[src/rtl/raster_sequencer.sv]
// Frame sequencer for a bank of voxel shaders: rasterizes every voxel, shades every
// palette entry, then copies one pixel per shader into the framebuffer.
module raster_sequencer #(
    parameter int COORD_BITS    = 8,
    parameter int PALETTE_BITS  = 8,
    parameter int PIXEL_BITS    = 8,
    parameter int INDEX_BITS    = 32,
    parameter int NUM_SHADERS   = 4,
    parameter int VOX_ADDR_BITS = 12,
    parameter int TIMEOUT       = 255
) (
    input  logic                                  clock,
    input  logic                                  reset,
    input  logic                                  start,
    input  logic [VOX_ADDR_BITS:0]                voxel_count,
    input  logic [PALETTE_BITS:0]                 palette_count,
    output logic                                  vox_rd,
    output logic [VOX_ADDR_BITS-1:0]              vox_addr,
    input  logic [3*COORD_BITS+PALETTE_BITS-1:0]  vox_rdata,
    output logic                                  pal_rd,
    output logic [PALETTE_BITS-1:0]               pal_addr,
    input  logic [PIXEL_BITS-1:0]                 pal_rdata,
    output logic                                  shader_clear,
    output logic                                  do_rasterize,
    output logic                                  do_shade,
    output logic [COORD_BITS-1:0]                 voxel_x,
    output logic [COORD_BITS-1:0]                 voxel_y,
    output logic [COORD_BITS-1:0]                 voxel_z,
    output logic [PALETTE_BITS-1:0]               voxel_id,
    output logic [PIXEL_BITS-1:0]                 palette_entry,
    output logic [INDEX_BITS-1:0]                 pixel_index,
    input  logic [PIXEL_BITS-1:0]                 pixel,
    input  logic [NUM_SHADERS-1:0]                rasterizing_done,
    input  logic [NUM_SHADERS-1:0]                shading_done,
    input  logic [NUM_SHADERS-1:0]                shader_error,
    output logic                                  fb_we,
    output logic [INDEX_BITS-1:0]                 fb_addr,
    output logic [PIXEL_BITS-1:0]                 fb_wdata,
    output logic                                  busy,
    output logic                                  frame_done,
    output logic                                  timeout,
    output logic [15:0]                           error_count
);

    localparam int WAIT_BITS = (TIMEOUT < 2) ? 1 : $clog2(TIMEOUT + 1);
    localparam logic [WAIT_BITS-1:0]     WAIT_ONE  = 1;
    localparam logic [WAIT_BITS-1:0]     WAIT_LAST = WAIT_BITS'(TIMEOUT - 1);
    localparam logic [VOX_ADDR_BITS:0]   VOX_ONE   = 1;
    localparam logic [PALETTE_BITS:0]    PAL_ONE   = 1;
    localparam logic [INDEX_BITS-1:0]    IDX_ONE   = 1;
    localparam logic [INDEX_BITS-1:0]    IDX_LAST  = INDEX_BITS'(NUM_SHADERS - 1);

    typedef enum logic [3:0] {
        IDLE, CLEAR, FETCH_VOX, LATCH_VOX, RASTER, RASTER_WAIT,
        FETCH_PAL, LATCH_PAL, SHADE, SHADE_WAIT, READOUT, DONE
    } state_t;

    state_t                   state, state_next;
    logic [VOX_ADDR_BITS-1:0] v;
    logic [PALETTE_BITS-1:0]  p;
    logic [INDEX_BITS-1:0]    r;
    logic [NUM_SHADERS-1:0]   flags, flags_next;
    logic                     err_seen, err_next;
    logic [WAIT_BITS-1:0]     wait_cnt;
    logic                     all_done, expired, wait_exit;
    logic                     vox_more, pal_more, last_read;

    // Wait-phase bookkeeping: the current cycle's responses count toward the exit decision.
    always_comb begin
        flags_next = flags | ((state == RASTER_WAIT) ? (rasterizing_done | shader_error)
                                                     : shading_done);
        err_next   = err_seen | (|shader_error);
        all_done   = &flags_next;
        expired    = (wait_cnt == WAIT_LAST);
        wait_exit  = all_done | expired;
        vox_more   = (({1'b0, v} + VOX_ONE) < voxel_count);
        pal_more   = (({1'b0, p} + PAL_ONE) < palette_count);
        last_read  = (r == IDX_LAST);
    end

    always_comb begin
        state_next   = state;
        vox_rd       = (state == FETCH_VOX);
        vox_addr     = v;
        pal_rd       = (state == FETCH_PAL);
        pal_addr     = p;
        shader_clear = reset | (state == CLEAR);
        do_rasterize = (state == RASTER);
        do_shade     = (state == SHADE);
        fb_we        = (state == READOUT);
        pixel_index  = (state == READOUT) ? r : '0;
        fb_addr      = (state == READOUT) ? r : '0;
        fb_wdata     = pixel;
        busy         = (state != IDLE);
        frame_done   = (state == DONE);

        case (state)
            IDLE:        if (start) state_next = CLEAR;
            CLEAR: begin
                if (voxel_count != '0)        state_next = FETCH_VOX;
                else if (palette_count != '0) state_next = FETCH_PAL;
                else                          state_next = READOUT;
            end
            FETCH_VOX:   state_next = LATCH_VOX;
            LATCH_VOX:   state_next = RASTER;
            RASTER:      state_next = RASTER_WAIT;
            RASTER_WAIT: begin
                if (wait_exit) begin
                    if (vox_more)                 state_next = FETCH_VOX;
                    else if (palette_count != '0) state_next = FETCH_PAL;
                    else                          state_next = READOUT;
                end
            end
            FETCH_PAL:   state_next = LATCH_PAL;
            LATCH_PAL:   state_next = SHADE;
            SHADE:       state_next = SHADE_WAIT;
            SHADE_WAIT:  if (wait_exit) state_next = pal_more ? FETCH_PAL : READOUT;
            READOUT:     if (last_read) state_next = DONE;
            DONE:        state_next = IDLE;
            default:     state_next = IDLE;
        endcase
    end

    // Only voxel-phase errors count toward error_count; timeouts from either phase are sticky.
    always_ff @(posedge clock) begin
        if (reset) begin
            state         <= IDLE;
            v             <= '0;
            p             <= '0;
            r             <= '0;
            flags         <= '0;
            err_seen      <= 1'b0;
            wait_cnt      <= '0;
            timeout       <= 1'b0;
            error_count   <= '0;
            voxel_x       <= '0;
            voxel_y       <= '0;
            voxel_z       <= '0;
            voxel_id      <= '0;
            palette_entry <= '0;
        end else begin
            state <= state_next;
            r     <= (state == READOUT && !last_read) ? r + IDX_ONE : '0;
            case (state)
                CLEAR: begin
                    timeout     <= 1'b0;
                    error_count <= '0;
                    v           <= '0;
                    p           <= '0;
                end
                LATCH_VOX: {voxel_x, voxel_y, voxel_z, voxel_id} <= vox_rdata;
                LATCH_PAL: begin
                    voxel_id      <= p;
                    palette_entry <= pal_rdata;
                end
                RASTER, SHADE: begin
                    flags    <= '0;
                    err_seen <= 1'b0;
                    wait_cnt <= '0;
                end
                RASTER_WAIT, SHADE_WAIT: begin
                    flags    <= flags_next;
                    err_seen <= err_next;
                    wait_cnt <= wait_cnt + WAIT_ONE;
                    if (wait_exit) begin
                        if (!all_done) timeout <= 1'b1;
                        if (state == RASTER_WAIT) begin
                            if (err_next && error_count != 16'hFFFF)
                                error_count <= error_count + 16'd1;
                            if (vox_more) v <= v + 1'b1;
                        end else if (pal_more) begin
                            p <= p + 1'b1;
                        end
                    end
                end
                default: ;
            endcase
        end
    end

endmodule

[config.mk]
export PLATFORM = sky130hd
export DESIGN_NAME = raster_sequencer
export DESIGN_NICKNAME = d
export VERILOG_FILES = /design/src/rtl/raster_sequencer.sv
export SDC_FILE = /design/constraint.sdc
export NUM_CORES = 1
export LEC_CHECK = 0
export BUFFER_PORTS_ARGS = -buffer_cell sky130_fd_sc_hd__buf_2
export CORE_MARGIN = 2
export CORE_UTILIZATION = 25
export CTS_CLUSTER_SIZE = 30
export DETAILED_ROUTE_END_ITERATION = 8
export SLEW_MARGIN = 20
export SYNTH_ARGS = -nofsm -noshare
export SYNTH_HDL_FRONTEND = slang
export SYNTH_SLANG_ARGS = --single-unit
[constraint.sdc]
create_clock -name clock -period 4 [get_ports clock]
set_clock_uncertainty 0.1 [all_clocks]
set_input_delay 1 -clock clock [delete_from_list [all_inputs] [get_ports clock]]
set_output_delay 1 -clock clock [all_outputs]
set_load 0.05 [all_outputs]
# Yosys cells after proc, flatten, opt, wreduce, memory -nomap -nowiden
# Index checks and enable logic that the tools add are counted.
dict set report word_totals {
  elab_cells 104
  register_bits 126
  out_inout_bits 157
}
dict set report op_classes {
  reduce_logical 20
  bitwise 6
  order_cmp 2
  n_mux 30
  add_sub_neg 7
  eq_ne 25
}
# op count
set op_table {}
lappend op_table {{$mux W16} 3}
lappend op_table {{$pmux W8 S2} 3}
lappend op_table {{$pmux W4 S11} 1}
lappend op_table {{$mux W12} 3}
lappend op_table {{$mux W4} 9}
lappend op_table {{$add A32 B1 Y32 const B} 1}
lappend op_table {{$eq A32 B2 Y1 const B} 1}
lappend op_table {{$mux W32} 1}
lappend op_table {{$pmux W16 S2} 1}
lappend op_table {{$mux W8} 3}
lappend op_table {{$pmux W12 S2} 1}
lappend op_table {{$ne A2 B2 Y1 const B} 10}
lappend op_table {{$reduce_and A4 Y1} 5}
lappend op_table {{$add A16 B1 Y16 const B} 1}
lappend op_table {{$add A8 B1 Y8 const B} 2}
lappend op_table {{$eq A4 B3 Y1 const B} 4}
lappend op_table {{$eq A4 B4 Y1 const B} 4}
lappend op_table {{$ne A16 B16 Y1 const B} 1}
lappend op_table {{$add A12 B1 Y13 const B} 1}
lappend op_table {{$lt A13 B13 Y1} 1}
lappend op_table {{$reduce_bool A13 Y1} 1}
lappend op_table {{$add A12 B1 Y12 const B} 1}
lappend op_table {{$add A8 B1 Y9 const B} 1}
lappend op_table {{$lt A9 B9 Y1} 1}
lappend op_table {{19 further kinds} 30}

# Depth between registers and ports, before layout
# Gate-level depths: netlist of run 1.
dict set report depth {
  word_depth 7
  ltp_mapped 13
}

# Worst setup path before layout of run 1
# OpenSTA, ideal clock, no wires.
dict set report synth_path {
  path_type {register -> output}
  startpoint {register state[2]}
  endpoint {output port do_rasterize}
  arrival_time_ns 2.467
  slack_ns 0.433
  required_ns 2.900
  path_stages_with_launch 5
  cell_sequence {dfxtp_1 > clkbuf_1 > inv_1 > clkbuf_1 > nor4_1}
}
dict set report synth_via {
  elab_chain_len 1
}
# element line_no
set synth_rtl {}
lappend synth_rtl {{start: declaration} 58} ;# state_t state, state_next;
lappend synth_rtl {{start signal: assignment} 142} ;# state <= state_next;
lappend synth_rtl {{$eq A4 B3 Y1} 88} ;# do_rasterize = (state == RASTER);
lappend synth_rtl {{end: declaration} 24} ;# output logic do_rasterize,
# No other way between the ends.

# Final worst setup path of run 1
dict set report layout_path {
  startpoint {register state[0]}
  endpoint {output port shader_clear}
}
dict set report layout_via {
  elab_chain_len 2
}
# element line_no
set layout_rtl {}
lappend layout_rtl {{$eq A4 B1 Y1} 87} ;# shader_clear = reset | (state == CLEAR);
lappend layout_rtl {{$or A1 B1 Y1} 87}
lappend layout_rtl {{end: declaration} 23} ;# output logic shader_clear,
# No other way between the ends.

==> results of run 1 <==
-- through the flow --
step / setup slack [ns] / util / hold WS [ns] / power, W
floorplan: 0.4330 / - / 0.3210 / 0.001547
global placement: 0.8119 / 0.2975 / 0.3390 / 0.001632
detailed placement: 0.7333 / 0.2975 / 0.3461 / 0.001635
CTS: 0.5282 / 0.3172 / 0.3540 / 0.003142
global route: 0.3961 / 0.3172 / 0.3745 / 0.003226
finish: 0.5501 / 0.3172 / 0.3512 / 0.003090
-- path summary, 6_finish.rpt --
check / startpoint / endpoint / slack, ns / cells after the start
setup / recovery: state[0] / shader_clear / 0.55 / 3
hold / removal: palette_entry[7] / palette_entry[7] / 0.35 / 2
setup reg to reg: vox_addr[4] / vox_addr[2] / 0.65 / 10
hold reg to reg: palette_entry[7] / palette_entry[7] / 0.35 / 2
-- area by class of cell --
cell class | count | share of cell area
clock inverters | 7 | 0.01048
clock buffers | 20 | 0.05169
multi-input cells | 661 | 0.4485
flip-flops and latches | 126 | 0.2855
inverters | 30 | 0.01274
well taps | 378 | 0.05353
repair buffers | 237 | 0.1376
-- layout by cell type (no fill, tap or decap), types with 8 or more instances in the layout --
master	n
and4_1	9
xnor2_1	26
inv_1	30
o211ai_1	8
nor2_1	99
and3_1	16
nor3_1	20
nand4_1	19
o21ai_0	19
buf_4	12
nand2b_1	8
mux2i_1	13
clkbuf_16	17
ha_1	27
nor4_1	11
or3_1	12
a211oi_1	11
nand3_1	27
xor2_1	22
o21ai_1	16
a21oi_1	68
buf_2	225
dfxtp_1	126
and2_1	38
nand2_1	129
-- cells by family (layout without fill, tap and decap cells) --
logic type	after synthesis	after routing
AO/OA/AOI/OAI	161	161
XOR/XNOR	48	48
adder cells (fa/ha/maj)	27	27
buffers and inverters	113	294
flip-flops	126	126
multiplexers	17	17
AND/OR/NAND/NOR	408	408
-- synthesized netlist by cell type (all sizes together) (6+ instances only) --
cell / instances
a211oi: 11
a21oi: 68
a22oi: 6
and2: 38
and3: 16
and4: 9
buf: 48
clkbuf: 35
dfxtp: 126
ha: 27
inv: 30
mux2i: 17
nand2: 129
nand2b: 8
nand3: 27
nand4: 19
nor2: 99
nor3: 21
nor4: 11
o211ai: 8
o21ai: 35
o31ai: 6
or3: 12
or4: 6
xnor2: 26
xor2: 22
-- sequential cells by signal, summed over array words and instances (netlist names) --
register and cells:
r 32, error_count 16, vox_addr 12, voxel_x 8, flags 4, pal_addr 8, timeout 1, voxel_z 8
wait_cnt 8, state 4, voxel_y 8, palette_entry 8, voxel_id 8, err_seen 1
-- worst register-to-register path: cells and delay by family (launching register included) --
family                   cells  cell delay [ns]
adder cells (fa/ha/maj)      1             0.30
XOR/XNOR                     1             0.10
AO/OA/AOI/OAI                3             0.89
AND/OR/NAND/NOR              5             1.38
flip-flops                   1             0.50
-- routing by layer --
metal	vias up	routed length, um
li1	3424	-
met1	3135	9827
met2	219	9695
met3	16	1254
met4	0	252
met5	-	0
-- report_power, final --
group / internal, W / switching [W]
registers: 0.00127 / 0.0000181
clock network: 0.000930 / 0.000553
logic: 0.0000951 / 0.000222
==> impl_metrics.toml, run 1 <==
[global_routing]
antenna_found_initial = 0
busiest_layer = "met2"
met2_usage = 0.2282
grt_first_pass_wirelength_um = 32850
grt_usage = 0.1408
grt.met1_usage = 0.1836
grt_pass1_vias = 6339
met3_usage = 0.03754
grt_max_degree = 66
grt-ovfl-total = 0

[clock_tree]
cts_sinks = 126
numCtsBuffers = 17
tritoncts = "built"
postCtsSetupBuffers = 0
cts_resized = 0
cts_hold_buf = 0
clockBufferDepth = 2
clock_latency_ns = 0.41
clockRootBuffer = "clkbuf_16"
ctsHtreeMaxLevel = 4
cts.clk_slew.worst_paths_ns = 0.06

[logic_synthesis]
ys_seq_area_frac = 0.3559
synth_top_cell_by_area = "dfxtp_1"
postSynthCellCount = 900
yosys.area_share.simple = 0.2807
synth-compound-area-share = 0.1453
syn_avg_cell_area_um2 = 7.874
synthMuxAreaShare = 0.02613
async_flop_share = 0
synth_edf_count = 0
synth_top_area_frac = 0.3559
synth-adder-area-share = 0.04767
synth_area_um2 = 7087
ys.flop_type = "dfxtp_1"
synthDistinctLibCells = 56
synth_top_family_by_area = "simple AND/OR/NAND/NOR gates"
synth_warnings = 0
syn-num-nets = 1012
yosys-top-cells-area = "dfxtp_1, nand2_1, nor2_1"
synth_seq_cells = 126
synth-xor-area-share = 0.05932

[timing]
final_hold_viol_count = 0
fin_crit_ns = 3.450
max_freq_mhz = 289.9
fin_crit_sh = 0.8625
finalMaxSlewViolations = 0
tightest_slew_ns = 1.054
max_slew_margin = 0.2944
rsz0062_at_grt = "no"
setup_tns_ns = 0
setup_viol = 0

[setup_path]
worst_setup_path_end_kind = "output port"
cp_slowest_cell = "dfxtp_1"
crit_buf_inv = 1
arrival_ns = 2.35
crit_family = "flip-flops"
crit_fanout = 16
crit_required_ns = 2.90
path_cells = "or3b_2 -> o21ai_1 -> buf_2"
slowest_delay_ns = 0.66
startpoint_type = "flip-flop"
critPathKind = "flip-flop to output port"

[cells_and_area]
postLayoutCellArea_um2 = 8836
fillCellCount = 3004
drive_gt1_frac = 0.2599
seq_area_um2 = 2522
area_growth_pct = 24.68
multi_input_area_um2 = 3963
diodes = 0
stdcell_count = 1459
finalNetCount = 1185

[placement]
dpl-instance-area_um2 = 8287
gp_congestion = 0.8628
port_buffers = 225
post-place-cells = 1432
place_hpwl_um = 15700

[die]
core-area_um2 = 27860
die_h_um = 172.4
start_util = 0.2544
io_pins = 242
dieArea_um2 = 29710
fp-row-count = 61
dieWidth_um = 172.4

[run_status]
status = "finished clean"

[detailed_routing]
drt_iter0_markers = 348
drtAntennaViolNets = 0
routed-via-count = 6794
wl_per_cell_um = 14.41
via_per_inst = 4.657
drc = 0
wl_um = 21030
dr.pass1.iters = 4

[pwr]
power_density_nw_per_um2 = 349.8
p_leak_nw = 3.783
ir_drop_uv = 178.0

[worst_hold_path]
holdCritPathClass = "flip-flop to flip-flop"

[flow_run]
max_cap_violations = 0
No activity file was read; power rests on OpenSTA's default activity.
==> run 2, diff against run 1 <==
Settings changed: CORE_UTILIZATION 25 to 51, PLACE_DENSITY set to 0.81.
==> impl_metrics.toml, run 2 (same netlist as run 1, synthesis figures left out) <==
[run_status]
status = "finished clean"

[clock_tree]
numCtsBuffers = 17
ctsHtreeMaxLevel = 4
cts_resized = 0
tritoncts = "built"
cts_sinks = 126
clock_latency_ns = 0.41
clockBufferDepth = 2
cts_hold_buf = 0
postCtsSetupBuffers = 0
cts.clk_slew.worst_paths_ns = 0.06
clockRootBuffer = "clkbuf_16"

[cells_and_area]
final_common_cell = "buf_2"
layout_common_cells = "buf_2, nand2_1, dfxtp_1"
final_util = 0.6245
postLayoutCellArea_um2 = 8568
largest_reg_flops = 32
fillCellCount = 1271
area_growth_pct = 20.90
finalNetCount = 1183
diodes = 0
regMostFlops = "r"
drive_gt1_frac = 0.2604

[timing]
fin_crit_sh = 0.8622
max_slew_margin = 0.3416
max_freq_mhz = 289.9
fin_ws_ns = 0.5511
finalMaxSlewViolations = 0
final_hold_viol_count = 0
tightest_slew_ns = 0.9839
fin_crit_ns = 3.449
setup_viol = 0
rsz0062_at_grt = "no"
setup_tns_ns = 0
hold_ws_ns = 0.3500

[worst_hold_path]
holdCritPathClass = "flip-flop to flip-flop"

[pwr]
power_switching_w = 0.0007894
p_sw_frac = 0.2612
ir_drop_uv = 216.8
power.internal_w = 0.002232
seqPwrFrac = 0.426
power_density_nw_per_um2 = 352.6
p_comb_frac = 0.103
clkPwrFrac = 0.471
p_leak_nw = 3.776

[setup_path]
crit_family = "flip-flops"
arrival_ns = 2.35
crit_fanout = 16
slowest_delay_ns = 0.62
crit_buf_inv = 2
critPathKind = "flip-flop to output port"
crit_required_ns = 2.90
r2r_slack_ns = 0.68
path_cells = "or3b_2 -> o21ai_1 -> buf_4 -> buf_2"
cp_slowest_cell = "dfxtp_1"
startpoint_type = "flip-flop"
worst_setup_path_end_kind = "output port"

[placement]
dpl-instance-area_um2 = 8024
place_ws_ns = 0.7251
place_hpwl_um = 13570
gp_congestion = 0.9133
port_buffers = 225

[detailed_routing]
top_layer = "met5"
wl_per_cell_um = 14.57
drtAntennaViolNets = 0
drc = 0
dr.pass1.iters = 6
route.met3.wl_um = 1587
wl_um = 18400
wl_met2_um = 8675
routed-via-count = 6959
via_per_inst = 5.510
drt_iter0_markers = 483
wl_met1_um = 7797

[die]
dieWidth_um = 121.9
start_util = 0.5166
die_h_um = 121.9
io_pins = 242
dieArea_um2 = 14850
fp-row-count = 43
core-area_um2 = 13720

[flow_run]
max_cap_violations = 0

[global_routing]
grt_first_pass_wirelength_um = 29780
grt-ovfl-total = 0
grt_pass1_vias = 6271
grt_usage = 0.2483
grt_max_degree = 48
antenna_found_initial = 1
-- run 2: path summary, 6_finish.rpt --
| path | start | endpoint | cells past startpoint |
|---|---|---|---|
| worst max-delay path | state[0] | shader_clear | 4 |
| worst min register to register | palette_entry[7] | palette_entry[7] | 2 |
| worst max register to register | vox_addr[0] | vox_addr[2] | 10 |
| worst min-delay path | palette_entry[7] | palette_entry[7] | 2 |
-- run 2: layout make-up --
class	count	area (um2)	share of cell area
inverters	30	112.6	0.01314
well taps	180	225.2	0.02629
flip-flops and latches	126	2522	0.2944
clock buffers	21	450.4	0.05257
multi-input cells	661	3965	0.4628
clock inverters	10	91.34	0.01066
repair buffers	235	1201	0.1402
-- run 2: per-layer routing --
layer	up-vias	global-route usage
li1	3440	-
met2	294	0.3994
met3	31	0.06367
met5	-	0
met4	2	0.09483
met1	3192	0.3205
-- run 2: worst min-delay path, delay by kind of cell (launching register included) --
family | cells | cell delay, ns
AO/OA/AOI/OAI | 1 | 0.05
flip-flops | 1 | 0.30
AND/OR/NAND/NOR | 1 | 0.05
-- run 2: per-stage QoR --
step	instances	power (W)
floorplan	900	0.001547
global placement	1232	0.001618
detailed placement	1232	0.001623
CTS	1263	0.003046
global route	1263	0.003131
finish	1263	0.003022
-- run 2: power by group through the flow --
stage	clock, W	sequential [W]	combinational [W]
floorplan	0	0.00135	0.000193
global placement	0	0.00131	0.000306
detailed placement	0	0.00131	0.000310
CTS	0.00145	0.00129	0.000312
global route	0.00150	0.00129	0.000340
finish	0.00142	0.00129	0.000311
==> run 3, diff against run 2 <==
==> constraint.sdc (replaced) <==
create_clock -name clock -period 4 [get_ports clock]
set_clock_uncertainty 0.1 [all_clocks]
set_input_delay 0.8 -clock clock [delete_from_list [all_inputs] [get_ports clock]]
set_output_delay 0.8 -clock clock [all_outputs]
set_load 0.05 [all_outputs]
==> impl_metrics.toml, run 3 (same netlist as run 1, synthesis figures left out) <==
[timing]
tightest_slew_ns = 0.9749
fin_crit_sh = 0.8206
max_freq_mhz = 304.6
rsz0062_at_grt = "no"
setup_tns_ns = 0
fin_ws_ns = 0.7175
setup_viol = 0
fin_crit_ns = 3.283
final_hold_viol_count = 0
finalMaxSlewViolations = 0
max_slew_margin = 0.3476

[clock_tree]
cts_resized = 0
cts_hold_buf = 0
clock_latency_ns = 0.42
tritoncts = "built"
clockBufferDepth = 2
numCtsBuffers = 17
cts_sinks = 126
ctsHtreeMaxLevel = 4
clockRootBuffer = "clkbuf_16"
postCtsSetupBuffers = 0
cts.clk_slew.worst_paths_ns = 0.06

[die]
start_util = 0.5166
dieArea_um2 = 14850
core-area_um2 = 13720
fp-row-count = 43
io_pins = 242
dieWidth_um = 121.9
die_h_um = 121.9

[placement]
place_ws_ns = 0.7944
place_hpwl_um = 13510
port_buffers = 225
gp_congestion = 0.8979

[detailed_routing]
wl_per_cell_um = 14.61
routed-via-count = 6914
drc = 0
drtAntennaViolNets = 0
via_per_inst = 5.466
dr.pass1.iters = 5
drt_iter0_markers = 463
wl_um = 18490

[setup_path]
startpoint_type = "flip-flop"
r2r-start = "vox_addr[4]"
critPathKind = "flip-flop to flip-flop"
worst_setup_path_end_kind = "flip-flop"
r2r_slack_ns = 0.72
crit_required_ns = 4.24
arrival_ns = 3.52
r2r_cells = 10
crit_fanout = 12
reg2reg_to = "vox_addr[2]"

[flow_run]
max_cap_violations = 0

[cells_and_area]
area_growth_pct = 22.74
final_common_cell = "buf_2"
drive_gt1_frac = 0.2636
fillCellCount = 1204
largest_reg_flops = 32
layout_common_cells = "buf_2, nand2_1, dfxtp_1"
diodes = 0
regMostFlops = "r"
finalNetCount = 1184
final_util = 0.6340

[run_status]
status = "finished clean"

[worst_hold_path]
worstHoldStart = "r[0]"
hold_end = "r[0]"
whs_path_depth = 1
holdCritPathClass = "flip-flop to flip-flop"

[global_routing]
grt-ovfl-total = 0
grt_pass1_vias = 6109
grt_first_pass_wirelength_um = 29650
grt_usage = 0.2478
antenna_found_initial = 1
grt_max_degree = 48

[pwr]
ir_drop_uv = 339.7
power_density_nw_per_um2 = 381.6
p_leak_nw = 3.838
## run 3: area by class of cell
type,instances,area (um2),area share
inverters,30,112.6,0.01295
clock buffers,19,452.9,0.05207
repair buffers,236,1212,0.1394
clock inverters,13,210.2,0.02417
multi-input cells,661,3963,0.4556
flip-flops and latches,126,2522,0.2900
well taps,180,225.2,0.02589
## run 3: how the worst max path moves through the flow
stage                      from            to  slack [ns]
finish              vox_addr[4]   vox_addr[2]        0.72
global route        vox_addr[0]   vox_addr[2]        0.47
CTS                    state[0]  shader_clear        0.72
detailed placement  vox_addr[0]   vox_addr[2]        0.79
global placement    vox_addr[0]   vox_addr[2]        0.88
floorplan              state[2]  do_rasterize        0.63
## run 3: critical path: stages (launching register included)
cell      delay, ns
dfxtp_1        0.47
and4_1         0.30
nand4_1        0.14
nor2_1         0.14
xnor2_1        0.11
ha_1           0.31
nand4_1        0.12
or4_1          0.61
o221ai_2       0.56
o21ai_0        0.19
a21oi_1        0.15
## run 3: routing by layer
metal  routed length, um  vias to the layer above  part of all wire  GRT usage
met3                1330                       29             0.072    0.06976
met1                8211                     3181              0.44     0.3252
li1                    -                     3439                 -          -
met2                8678                      263              0.47     0.3921
met4                 251                        2             0.014    0.08477
met5                  13                        -           0.00070          0
## run 3: power breakdown
group / switching, W / internal [W]
Sequential: 0.0000207 / 0.00127
Clock: 0.000581 / 0.00114
Combinational: 0.000210 / 0.0000933
## run 3: metrics by stage
stage | std cells | area [um2] | power, W | hold WS, ns
after floorplan | 900 | 7087 | 0.001547 | 0.3210
after global placement | 1232 | 8024 | 0.001617 | 0.3325
after detailed placement | 1233 | 8035 | 0.001620 | 0.3413
after CTS | 1265 | 8698 | 0.003344 | 0.3525
after global routing | 1265 | 8698 | 0.003432 | 0.3698
final | 1265 | 8698 | 0.003320 | 0.3494
